### src/rtl/pipeline_hazard_ctrl.sv
// Hazard controller: derives per-register stall/bubble vectors from cache misses,
// load-use hazards, taken branches and a two-phase LDI/STI access sequencer.
module pipeline_hazard_ctrl #(
    parameter int NUM_REGS   = 5,
    parameter int REG_ADDR_W = 3,
    parameter int BR_LEVEL   = 3,
    parameter int CNT_W      = 16
) (
    input  logic                  i_clk,
    input  logic                  i_rst,
    input  logic                  i_if_req,
    input  logic                  i_if_resp,
    input  logic                  i_mem_read,
    input  logic                  i_mem_write,
    input  logic                  i_mem_resp,
    input  logic                  i_ind_start,
    input  logic [REG_ADDR_W-1:0] i_id_src1,
    input  logic [REG_ADDR_W-1:0] i_id_src2,
    input  logic                  i_id_src1_v,
    input  logic                  i_id_src2_v,
    input  logic [REG_ADDR_W-1:0] i_ex_dest,
    input  logic                  i_ex_is_load,
    input  logic                  i_br_taken,
    output logic [NUM_REGS-1:0]   o_stall,
    output logic [NUM_REGS-1:0]   o_bubble,
    output logic                  o_pc_redirect,
    output logic                  o_ind_phase,
    output logic                  o_ind_busy,
    output logic [CNT_W-1:0]      o_stall_cycles
);

    localparam int LW = $clog2(NUM_REGS + 1);

    typedef enum logic [1:0] {
        IND_IDLE,
        IND_ADDR,
        IND_DATA
    } ind_state_t;

    ind_state_t       r_state;
    ind_state_t       w_state_nxt;
    logic             w_ind_stall;
    logic             w_imiss;
    logic             w_dmiss;
    logic             w_load_use;
    logic             w_full;
    logic             w_flush;
    logic [LW-1:0]    w_level;
    logic [CNT_W-1:0] r_cnt;

    always_ff @(posedge i_clk) begin
        if (i_rst) begin
            r_state <= IND_IDLE;
        end else begin
            r_state <= w_state_nxt;
        end
    end

    // The start cycle already stalls, so the LDI/STI never advances past MEM.
    always_comb begin
        w_state_nxt = r_state;
        w_ind_stall = 1'b0;
        case (r_state)
            IND_IDLE: begin
                if (i_ind_start) begin
                    w_state_nxt = IND_ADDR;
                    w_ind_stall = 1'b1;
                end
            end
            IND_ADDR: begin
                w_ind_stall = 1'b1;
                if (i_mem_resp) begin
                    w_state_nxt = IND_DATA;
                end
            end
            IND_DATA: begin
                if (i_mem_resp) begin
                    w_state_nxt = IND_IDLE;
                end else begin
                    w_ind_stall = 1'b1;
                end
            end
            default: begin
                w_state_nxt = IND_IDLE;
            end
        endcase
    end

    assign w_imiss    = i_if_req & ~i_if_resp;
    assign w_dmiss    = (i_mem_read | i_mem_write) & ~i_mem_resp;
    assign w_load_use = i_ex_is_load &
                        ((i_id_src1_v & (i_id_src1 == i_ex_dest)) |
                         (i_id_src2_v & (i_id_src2 == i_ex_dest)));
    assign w_full     = w_dmiss | w_ind_stall;
    assign w_flush    = i_br_taken & ~w_full;

    // Sources are ordered by increasing level, so the last match is the max.
    always_comb begin
        w_level = '0;
        if (w_imiss) begin
            w_level = LW'(1);
        end
        if (w_load_use) begin
            w_level = LW'(2);
        end
        if (w_full) begin
            w_level = LW'(NUM_REGS);
        end
    end

    always_comb begin
        o_stall  = '0;
        o_bubble = '0;
        for (int i = 0; i < NUM_REGS; i++) begin
            if (w_flush && (i <= BR_LEVEL)) begin
                o_stall[i]  = 1'b0;
                o_bubble[i] = (i >= 1);
            end else begin
                o_stall[i]  = (i < int'(w_level));
                o_bubble[i] = (i != 0) && (i == int'(w_level));
            end
        end
        if (i_rst) begin
            o_stall  = '0;
            o_bubble = {{(NUM_REGS-1){1'b1}}, 1'b0};
        end
    end

    assign o_pc_redirect = w_flush & ~i_rst;
    assign o_ind_phase   = (r_state == IND_DATA) & ~i_rst;
    assign o_ind_busy    = (r_state != IND_IDLE) & ~i_rst;

    always_ff @(posedge i_clk) begin
        if (i_rst) begin
            r_cnt <= '0;
        end else if ((|o_stall) && (r_cnt != {CNT_W{1'b1}})) begin
            r_cnt <= r_cnt + 1'b1;
        end
    end

    assign o_stall_cycles = r_cnt;

endmodule

### config.mk
export PLATFORM = sky130hd
export DESIGN_NAME = pipeline_hazard_ctrl
export DESIGN_NICKNAME = d
export VERILOG_FILES = /design/src/rtl/pipeline_hazard_ctrl.sv
export SDC_FILE = /design/constraint.sdc
export NUM_CORES = 1
export LEC_CHECK = 0
export ABC_AREA = 1
export CAP_MARGIN = 20
export CORE_AREA = 5 5 63 65
export CTS_BUF_LIST = sky130_fd_sc_hd__clkbuf_8
export CTS_CLUSTER_SIZE = 10
export DETAILED_ROUTE_END_ITERATION = 16
export DIE_AREA = 0 0 68 70
export PLACE_DENSITY = 0.73
export SYNTH_ARGS = -nofsm -noshare
export SYNTH_HDL_FRONTEND = slang
export SYNTH_SLANG_ARGS = --single-unit
### constraint.sdc
create_clock -name i_clk -period 1.7 [get_ports i_clk]
set_input_delay 0.34 -clock i_clk [delete_from_list [all_inputs] [get_ports i_clk]]
set_output_delay 0.34 -clock i_clk [all_outputs]
set_load 0.03 [all_outputs]
# == Word-level counts from Yosys, hierarchy flattened ==
# Index checks and enable logic that the tools add are counted.
# op_classes
bitwise_logic,16
n_mux,19
n_reduce_logical,5
add_sub_neg,1
n_eq_ne,12
order_cmp,5
# ops
cell,count
$add 16x1->16 const B,1
$ne 16x16->1 const B,1
$mux 1,10
$mux 5,2
$and 1x1->1,9
$eq 3x3->1 const A,3
$eq 3x3->1,2
$lt 1x3->1 const A,2
$lt 2x3->1 const A,2
$mux 2,3
$mux 3,2
$ne 2x2->1 const B,3
$pmux 2 s3,1
$reduce_or 5->1,1
$not 1->1,4
$eq 2x3->1 const A,1
$lt 3x3->1 const A,1
$or 1x1->1,3
$pmux 1 s3,1
$reduce_and 3->1,1
$eq 2x1->1 const B,1
$eq 2x2->1 const B,1
$logic_not 2->1,1
$reduce_bool 2->1,1
$logic_and 1x1->1,1
# word_totals
inputBits,21
regBits,18
output_inout_bits,29

# == Depth between registers and ports, before layout ==
# logic_depth
ltp_word,11
depth_mapped,14
mapped_depth_nobuf,13

# == Least setup slack after synthesis ==
# Ideal clock, no wire load.
# synth_path
path_type,register -> register
start,"reg r_cnt[0], in the netlist o_stall_cycles[0]"
end,"reg r_cnt[0], in the netlist o_stall_cycles[0]"
stages_incl_launch_ff,10
n_path_buf,1
setup_slack_ps,-131
setup_time_ps,116
arrival_time_ps,1715
required_ps,1584
cell_sequence,dfxtp_1 -> ha_1 -> nand2_2 -> nor2_4 -> inv_2 -> nor2_4 -> nand4_4 -> buf_2 -> a21oi_1 -> nor2_1
# synth_via
elab_chain_len,2
word_cells_on_any_way,3
classes_between,add/sub: 1; eq/ne: 1; reduce/logical: 1
# synth_lines
element,line,source
from (decl),49,logic [CNT_W-1:0] r_cnt;
from (signal assigned),137,r_cnt <= r_cnt + 1'b1;
"parallel branches: the longest is 2 deep, another holds $add 16x1->16",-,
# Several ways; the timed one is not identified.
# A chain may end at the register's enable or synchronous reset.

# == Worst setup path in the final report ==
# layout_path
start,reg r_state[0]
end,out o_bubble[1]
# layout_via
elab_chain_len,7
word_cells_on_any_way,11
classes_between,eq/ne: 3; mux: 4; bitwise: 3; reduce/logical: 1
# layout_lines
element,line,source
from (decl),40,ind_state_t r_state;
from (signal assigned),55,r_state <= w_state_nxt;
"$eq 2x2->1, or another cell as far along",63,case (r_state)
$pmux 1 s3 (*),63,
$or 1x1->1 (*),94,assign w_full = w_dmiss | w_ind_stall;
$mux 3 / $not 1->1 (equally long branches),"106, 95",
$eq 2x3->1 / $and 1x1->1 (equally long branches),"120, 95",
$mux 1 (*),115,if (w_flush && (i <= BR_LEVEL)) begin
$mux 5 (*),123,if (i_rst) begin
to (decl),25,"output logic [NUM_REGS-1:0] o_bubble,"
# Every way passes the cells marked *; elsewhere a longest branch is shown, timed or not.

==> reports/qor.csv <==
stage,metric,value,unit
critical_path,CP top delay family,flip-flops,
global_route,largest net degree at the start of global routing,16,
power,peak supply drop,338.8,uV
die,initial core utilization,38.44,%
clock_tree,CTS Sinks,18,
final_layout,most frequent cells in the layout,"48 x nand2_1, 25 x buf_4, 22 x nand3_1, 19 x clkdlybuf4s50_1, 17 x inv_1",
route,DR pass1 iterations,4,
clock_tree,clk_lat worst skew,0.26,ns
critical_path,R2R setup slack,0.12,ns
final_layout,Synth-to-Final Area Change,60.75,%
die,Die Height,70,um
timing,Final Hold Fails,0,
route,Via-to-Cell Ratio,4.672,
placement,Post-DP HPWL,2596,um
timing,Clock Skew,0.004848,ns
synthesis,Post-Synth Adder-Cell Area,0.9911,%
route,final wirelength,3512,um
clock_tree,TritonCTS clock tree,yes,
synthesis,Synth Area in Compound Gates,9.812,%
placement,gpl congestion,0.8248,
critical_path,Slowest Stage Delay on Critical Path,0.34,ns
global_route,grt ovf,0,
final_layout,Antenna Cells,0,
synthesis,Syn Std Cell Area,1262,um2
global_route,total track usage,14.69,%
synthesis,sequential area share after synthesis,28.54,%
die,DIE AREA,4760,um2
route,ANT nets after route,0,
synthesis,Post-Synthesis Cells,197,
synthesis,largest family of logic cells by synthesized area,simple AND/OR/NAND/NOR gates,
synthesis,Mapped Nets,219,
status,outcome,"finished, violations left",
timing,Max Clock Freq,576.8,MHz
status,failing checks,setup timing,
timing,RSZ-0062 raised after global routing,true,
synthesis,Synth top area share,28.54,%
route,routed via count,1439,
die,core area,3284,um2
final_layout,Fill cells,317,
timing,final worst slack,-0.03370,ns
synthesis,Synth area leader,dfxtp_1,
synthesis,count of cell types in the netlist,27,
critical_path,type of the worst setup path,reg2out,
placement,Area after DPL,1863,um2
global_route,first-pass GRT wire length,5582,um
critical_path,critical-path maximum fanout,4,
synthesis,Mapped Avg Cell Area,6.408,um2
critical_path,CP startpoint kind,register,
critical_path,Crit. Startpoint,r_state[0]$_SDFFE_PP0P_,
critical_path,sequence of cells on the critical path,o21ai_2 > and3_4 > nand2_2 > buf_6 > o21ai_2 > buf_6,
final_layout,final-stage net count,286,
critical_path,"Slowest-stage cell, CP",dfxtp_2,
critical_path,Reg-to-Reg Start,o_stall_cycles[5]$_SDFFE_PP0P_,
route,Routed wire per std cell,11.40,um
global_route,vias in the first global route,1253,
critical_path,Crit. End Element,primary output,
timing,fin. max-slew vios,0,
route,DRC,0,
die,Ports,50,
die,Die X,68,um
global_route,initial antenna violation count,0,
job,max-capacitance violation count,0,
critical_path,capture point of the critical path,o_bubble[1],
power,Leak,0.0009211,uW
timing,fin crit share,102.0,%
clock_tree,clk buf depth,2,
placement,Place WS,-0.3632,ns
final_layout,fin area,2029,um2
timing,crit path time final,1.734,ns
clock_tree,root buf cell,clkbuf_8,
critical_path,r2r endpoint,o_stall_cycles[0]$_SDFFE_PP0P_,
critical_path,CP arrival,1.39,ns
synthesis,number of synthesized register bits,18,
clock_tree,total CTS buffers,3,
power,Power Density,525.0,nW/um2
clock_tree,Max H-tree Level,1,
synthesis,Synth warnings,0,
placement,IO Port Bufs,48,
min_path,HP Class,reg2reg,
critical_path,worst path bufs/invs,2,
clock_tree,Post-CTS Hold Buffers,0,
synthesis,largest cells by area after synthesis,"dfxtp_1 29%, nand2_1 15%, nand3_1 9.5%, xor2_1 6.9%, inv_1 6.5%",
die,cell row count,21,
synthesis,post-synthesis simple-gate area fraction,39.35,%
route,1st-iter DRT viols,81,
timing,setup violators final,5,
synthesis,post-synthesis xor/xnor area fraction,9.713,%
critical_path,Critical Path RT,1.36,ns
critical_path,critical path depth in cells,6,
synthesis,multiplexer area fraction after synthesis,0,%
clock_tree,Worst-path clk slew,0.06,ns
final_layout,"commonest non-fill, non-tap cell in the layout",nand2_1,
critical_path,worst r2r path cells,10,
final_layout,layout cells sized above 1,33.21,%
timing,setup tns final,-0.06353,ns
[report_power, final]
group          total, uW  internal, uW  switching (uW)
Combinational        328           146             181
Clock                301           158             143
Sequential           437           426            10.6
Total               1070           730             335
[metrics by stage]
stage / instances / power [uW] / util, % / hold slack, ns
final: 308 / 1065 / 61.79 / 0.4760
after global routing: 308 / 1114 / 61.79 / 0.4958
after CTS: 305 / 1072 / 59.85 / 0.4594
after detailed placement: 299 / 744.8 / 56.72 / 0.4776
after global placement: 299 / 742.5 / 56.72 / 0.4684
after floorplan: 197 / 614.5 / - / 0.4185
[metal layers]
| layer | vias to the layer above | wire length (um) | global-route usage, % |
|---|---|---|---|
| li1 | 760 | - | - |
| met1 | 646 | 1688 | 19.98 |
| met2 | 26 | 1683 | 22.81 |
| met3 | 7 | 78 | 2.885 |
| met4 | 0 | 61 | 4.857 |
| met5 | - | 0 | 0 |
[state kept, by name, indices dropped and copies added (netlist names)]
signal          count
r_state             2
o_stall_cycles     16
[cell type report]
cell class | instances | area, um2 | area share, %
multi-input combinational | 146 | 819.5 | 40.38
clock buffer | 3 | 41.29 | 2.035
timing repair buffer | 71 | 633.1 | 31.20
sequential | 18 | 385.4 | 18.99
tap | 46 | 57.56 | 2.836
inverter | 24 | 92.59 | 4.562
[what timing repair did]
action	CTS	global route
gates resized for setup	41	31
setup buffers	3	3
setup endpoints to repair	25	26
pin swaps	19	9
[Yosys cell counts]
| cell type | instances |
|---|---|
| a211oi_1 | 1 |
| a21oi_1 | 15 |
| a21oi_2 | 3 |
| and3_1 | 1 |
| buf_2 | 2 |
| buf_4 | 2 |
| buf_6 | 1 |
| clkbuf_1 | 3 |
| clkbuf_2 | 1 |
| conb_1 | 1 |
| dfxtp_1 | 18 |
| ha_1 | 1 |
| inv_1 | 22 |
| inv_2 | 2 |
| nand2_1 | 52 |
| nand2_2 | 2 |
| nand2_4 | 1 |
| nand3_1 | 24 |
| nand4_1 | 3 |
| nand4_4 | 1 |
| nor2_1 | 17 |
| nor2_4 | 2 |
| nor3_1 | 5 |
| o21ai_0 | 2 |
| o21ai_1 | 1 |
| xnor2_1 | 4 |
| xor2_1 | 10 |
[worst min path at each step]
stage               cells after the start                             end  slack (ns)                            from
detailed placement                      2  o_stall_cycles[6]$_SDFFE_PP0P_        0.48  o_stall_cycles[6]$_SDFFE_PP0P_
CTS                                     1         r_state[0]$_SDFFE_PP0P_        0.46         r_state[0]$_SDFFE_PP0P_
floorplan                               1         r_state[0]$_SDFFE_PP0P_        0.42                           i_rst
finish                                  1         r_state[0]$_SDFFE_PP0P_        0.48         r_state[0]$_SDFFE_PP0P_
global placement                        2  o_stall_cycles[6]$_SDFFE_PP0P_        0.47  o_stall_cycles[6]$_SDFFE_PP0P_
global route                            1         r_state[0]$_SDFFE_PP0P_        0.50         r_state[0]$_SDFFE_PP0P_
[cell families (layout without fill, tap and decap cells)]
family          Yosys count  count (layout)
compound gates           22              22
xor+xnor                 14              14
fa+ha+maj                 1               1
buf+inv                  33              98
flops                    18              18
other cells               1               1
simple gates            108             108
(Power assumes the default switching activity.)
==> RTL change 1, RTL diff (same settings) <==
`REG_ADDR_W`: 3 -> 5.
--- a/src/rtl/pipeline_hazard_ctrl.sv
+++ b/src/rtl/pipeline_hazard_ctrl.sv
@@ -2,7 +2,7 @@
 // load-use hazards, taken branches and a two-phase LDI/STI access sequencer.
 module pipeline_hazard_ctrl #(
     parameter int NUM_REGS   = 5,
-    parameter int REG_ADDR_W = 3,
+    parameter int REG_ADDR_W = 5,
     parameter int BR_LEVEL   = 3,
     parameter int CNT_W      = 16
 ) (
Interface: changed (resized i_ex_dest, i_id_src1 and i_id_src2); port bits go from 50 to 56. The function was not compared with the original's and may differ.
==> RTL change 1 against the unedited design <==
The run still ends with negative setup slack left. Synthesized area is 10% higher. Register-to-register slack got worse by 0.29 ns. Count of clock-buffer cells in the layout did not move. Sequential power grew 2%. Power up 16%. Wire length increased by 35%. Combinational power up 46%. Worst setup slack worse by 0.23 ns. Hold slack better by 0.018 ns. Synthesized cell count increased by 11%. Final area rose by 25%. Maximum frequency is 12% lower. Sequential cell count did not move. Non-clock buffer count up 9. Largest power group is now combinational logic. Highest routed layer unchanged.
==> RTL change 1: results (changes against the unedited design) <==
- Non-clock inverters: 29 (was 24)
- Peak supply drop: 0.4727 mV (was 0.3388 mV)
- Port Buffers: 54 (was 48)
- Failing checks: negative setup slack (unchanged)
- Syn_nets: 246 (was 219)
- Non-CTS buffers: 80 (was 71)
- Seq/Total Area, Yosys: 0.2592 (was 0.2854)
- Leakage: 1.252 nW (was 0.9211 nW)
- Wl on met1: 1883 µm (was 1688 µm)
- Area grow syn2layout: 83.17% (was 60.75%)
- Slowest cell delay on critical path: 0.43 ns (was 0.34 ns)
- Register area: 374.1 µm² (was 385.4 µm²)
- R2R Setup Slk: -0.17 ns (was 0.12 ns)
- Outcome: complete, but fails checks (unchanged)
- RR Endpoint: o_stall_cycles[12]$_SDFFE_PP0P_ (was o_stall_cycles[0]$_SDFFE_PP0P_)
- # setup viols final: 25 (was 5)
- Vias per cell: 4.924 (was 4.672)
- Setup WS post-layout: -0.2614 ns (was -0.03370 ns)
- Post-CTS Setup Bufs: 6 (was 3)
- GPL Wtd Cong: 0.8245 (was 0.8248)
- Worst R2R Path Depth: 12 (was 10)
- Hold Path Stages: 2 (was 1)
- Placed inst area: 2021 µm² (was 1863 µm²)
- HPWL after DPL: 2870 µm (was 2596 µm)
- Crit-path leading delay family: buffers and inverters (was flip-flops)
==> RTL change 1: tightest hold or removal path, delay by kind of cell, from the launching register on <==
family / cells / cell delay [ns]
compound gates: 1 / 0.05
flops: 1 / 0.32
simple gates: 1 / 0.08
==> RTL change 1: per-stage QoR <==
step / worst slack (ns) / setup TNS [ns] / std cells / hold WS (ns) / power, mW
after CTS: -0.2256 / -2.582 / 332 / 0.4829 / 1.139
final: -0.2614 / -3.551 / 340 / 0.4937 / 1.236
after global placement: -0.4634 / -8.367 / 322 / 0.4703 / 0.7878
after detailed placement: -0.4863 / -9.140 / 322 / 0.4721 / 0.7919
after floorplan: -0.06197 / -0.1084 / 218 / 0.5232 / 0.6587
after global routing: -0.3210 / -5.426 / 340 / 0.5226 / 1.291
==> RTL change 1: worst max path at each step <==
stage	slack [ns]	startpoint	cells after the start	to
floorplan	-0.06	i_mem_write	10	o_stall[0]
global placement	-0.46	i_ex_dest[4]	12	o_stall[0]
detailed placement	-0.49	i_ex_dest[4]	12	o_stall[0]
CTS	-0.23	r_state[0]$_SDFFE_PP0P_	6	o_stall[0]
global route	-0.32	r_state[0]$_SDFFE_PP0P_	8	o_stall[0]
finish	-0.26	i_rst	5	o_stall[0]
==> RTL change 1: power by group <==
part	internal, mW	leakage (nW)	switching [mW]	total, mW
Combinational	0.225	1.08	0.254	0.478
Clock	0.161	0.0231	0.152	0.313
Sequential	0.432	0.149	0.0135	0.445
==> RTL change 1: kinds of logic after synthesis <==
| logic type | after synthesis | share of synthesized area |
|---|---|---|
| xor gates and xnor gates | 13 | 0.08191 |
| DFF | 18 | 0.2592 |
| other | 1 | 0.002698 |
| buffers and inverters | 38 | 0.1278 |
| adders and majority gates | 1 | 0.008999 |
| AOI/OAI and AO/OA | 21 | 0.08911 |
| and+or+nand+nor | 126 | 0.4302 |
==> RTL change 2, RTL diff (config.mk and constraints unchanged) <==
Made on the original files. The 3 states of `ind_state_t` get a one-hot encoding in 3 bits.
--- a/src/rtl/pipeline_hazard_ctrl.sv
+++ b/src/rtl/pipeline_hazard_ctrl.sv
@@ -31,10 +31,10 @@
 
     localparam int LW = $clog2(NUM_REGS + 1);
 
-    typedef enum logic [1:0] {
-        IND_IDLE,
-        IND_ADDR,
-        IND_DATA
+    typedef enum logic [2:0] {
+        IND_IDLE = 3'b001,
+        IND_ADDR = 3'b010,
+        IND_DATA = 3'b100
     } ind_state_t;
 
     ind_state_t       r_state;
Formal check against the unedited RTL: same outputs for any inputs over 10 cycles, from zero or initial values and one cycle with i_rst high; not proved beyond that.
==> RTL change 2 against the unedited design <==
The flow still finishes with violations (negative setup slack). Wire length is 33% higher. Global-route usage rose by 4.6 points. Hold slack improved by 0.026 ns. Largest cell class unchanged. Synthesized area increased by 12%. Sequential cell count up 1. Power increased by 18%. Via count rose by 22%. Final area rose by 22%. Sequential power increased by 7.6%. Clock power rose by 8.0%. Worst setup slack got worse by 0.30 ns. Core utilization increased by 14 points.
==> RTL change 2: results (changes against the unedited design) <==
- HPWL after DPL: 3030 µm (was 2596 µm)
- Setup WS post-layout: -0.3335 ns (was -0.03370 ns)
- Peak supply drop: 0.5468 mV (was 0.3388 mV)
- Syn_nets: 242 (was 219)
- GPL Wtd Cong: 0.8968 (was 0.8248)
- Number of global-route vias before repair: 1,626 (was 1,253)
- Hold Path Stages: 2 (was 1)
- Outcome: complete, but fails checks (unchanged)
- R2R Setup Slk: 0 ns (was 0.12 ns)
- # setup viols final: 10 (was 5)
- Synth area leaders: dfxtp_1, nand2_1, nand4_1 (was dfxtp_1, nand2_1, nand3_1)
- Design Area, Final: 2480 µm² (was 2029 µm²)
- Fillers: 256 (was 317)
- Hold Crit Start: o_stall_cycles[6]$_SDFFE_PP0P_ (was r_state[0]$_SDFFE_PP0P_)
- List of most frequent post-synthesis cells: nand2_1, inv_1, nor2_1 (was nand2_1, nand3_1, inv_1)
- Placed inst area: 2116 µm² (was 1863 µm²)
- Share of post-route cells with drive strength above 1: 0.3595 (was 0.3321)
- Hold slack: 0.5015 ns (was 0.4760 ns)
- Via count: 1,751 (was 1,439)
- RR Endpoint: o_stall_cycles[11]$_SDFFE_PP0P_ (was o_stall_cycles[0]$_SDFFE_PP0P_)
- Seq/Total Area, Yosys: 0.2681 (was 0.2854)
- Failing checks: negative setup slack (unchanged)
- All-Layer GR Usage: 0.1926 (was 0.1469)
- Slowest cell delay on critical path: 0.37 ns (was 0.34 ns)
- Clock slew at reported path FFs: 0.08 ns (was 0.06 ns)
- Largest fanout on the critical path: 3 (was 4)
- Reg2reg start: r_state[2]$_SDFFE_PP0P_ (was o_stall_cycles[5]$_SDFFE_PP0P_)
- Wirelength per Cell: 13.31 µm (was 11.40 µm)
- Largest net degree at the start of global routing: 18 (was 16)
- Global-route wire length before repair: 7272 µm (was 5582 µm)
RTL change 2: per-layer routing:
layer / wire (µm) / track usage
met5: 0 / 0
met4: 34 / 0.04415
met3: 224 / 0.03686
met2: 2424 / 0.3351
met1: 2002 / 0.2383
RTL change 2: report_power, final:
| part | switching [mW] | total, mW | internal [mW] |
|---|---|---|---|
| clock | 0.161 | 0.325 | 0.163 |
| sequential | 0.0140 | 0.470 | 0.456 |
| combinational | 0.244 | 0.465 | 0.221 |
RTL change 2: stage by stage:
step / setup WS (ns) / TNS [ns] / cells
6_report: -0.3335 / -2.203 / 352
5_1_grt: -0.4205 / -4.026 / 352
4_1_cts: -0.3347 / -1.853 / 344
3_5_place_dp: -0.7980 / -13.46 / 331
3_3_place_gp: -0.7683 / -12.76 / 331
2_1_floorplan: -0.2180 / -0.5681 / 220
RTL change 2: kinds of logic after synthesis:
family,after synthesis,share of synthesized area
AOI/OAI and AO/OA,21,0.07760
and+or+nand+nor,127,0.4524
buffers and inverters,40,0.1226
xor gates and xnor gates,11,0.06790
other,1,0.002643
DFF,19,0.2681
adders and majority gates,1,0.008817
RTL change 2: timing repair:
item,4_1_cts,5_1_grt
cloned,2,1
setup buffers,7,9
resized for setup,69,38
pin swaps,10,13
endpoints found under the setup margin,35,27
RTL change 2: area by class of cell:
cell class,count,share of cell area
Clock buffer,3,0.01665
Inverter,31,0.04844
Multi-Input combinational cell,163,0.4112
Sequential cell,19,0.1594
Tap cell,46,0.02321
Timing Repair Buffer,89,0.3391
Clock inverter,1,0.002018
RTL change 2: worst max-delay path by stage:
stage	end	startpoint	slack, ns	depth (start not counted)
after floorplan	o_bubble[1]	r_state[0]$_SDFFE_PP1P_	-0.22	9
after global placement	o_stall[0]	i_mem_resp	-0.77	9
after detailed placement	o_stall[0]	i_mem_resp	-0.80	9
after CTS	o_bubble[1]	r_state[0]$_SDFFE_PP1P_	-0.33	11
after global routing	o_bubble[1]	r_state[0]$_SDFFE_PP1P_	-0.42	11
final	o_bubble[1]	r_state[0]$_SDFFE_PP1P_	-0.33	11
RTL change 2: critical path: cells and delay by family (launching register included):
family / cells / cell delay, ns
simple gates: 5 / 0.44
buf+inv: 4 / 0.40
flops: 1 / 0.37
compound gates: 2 / 0.22
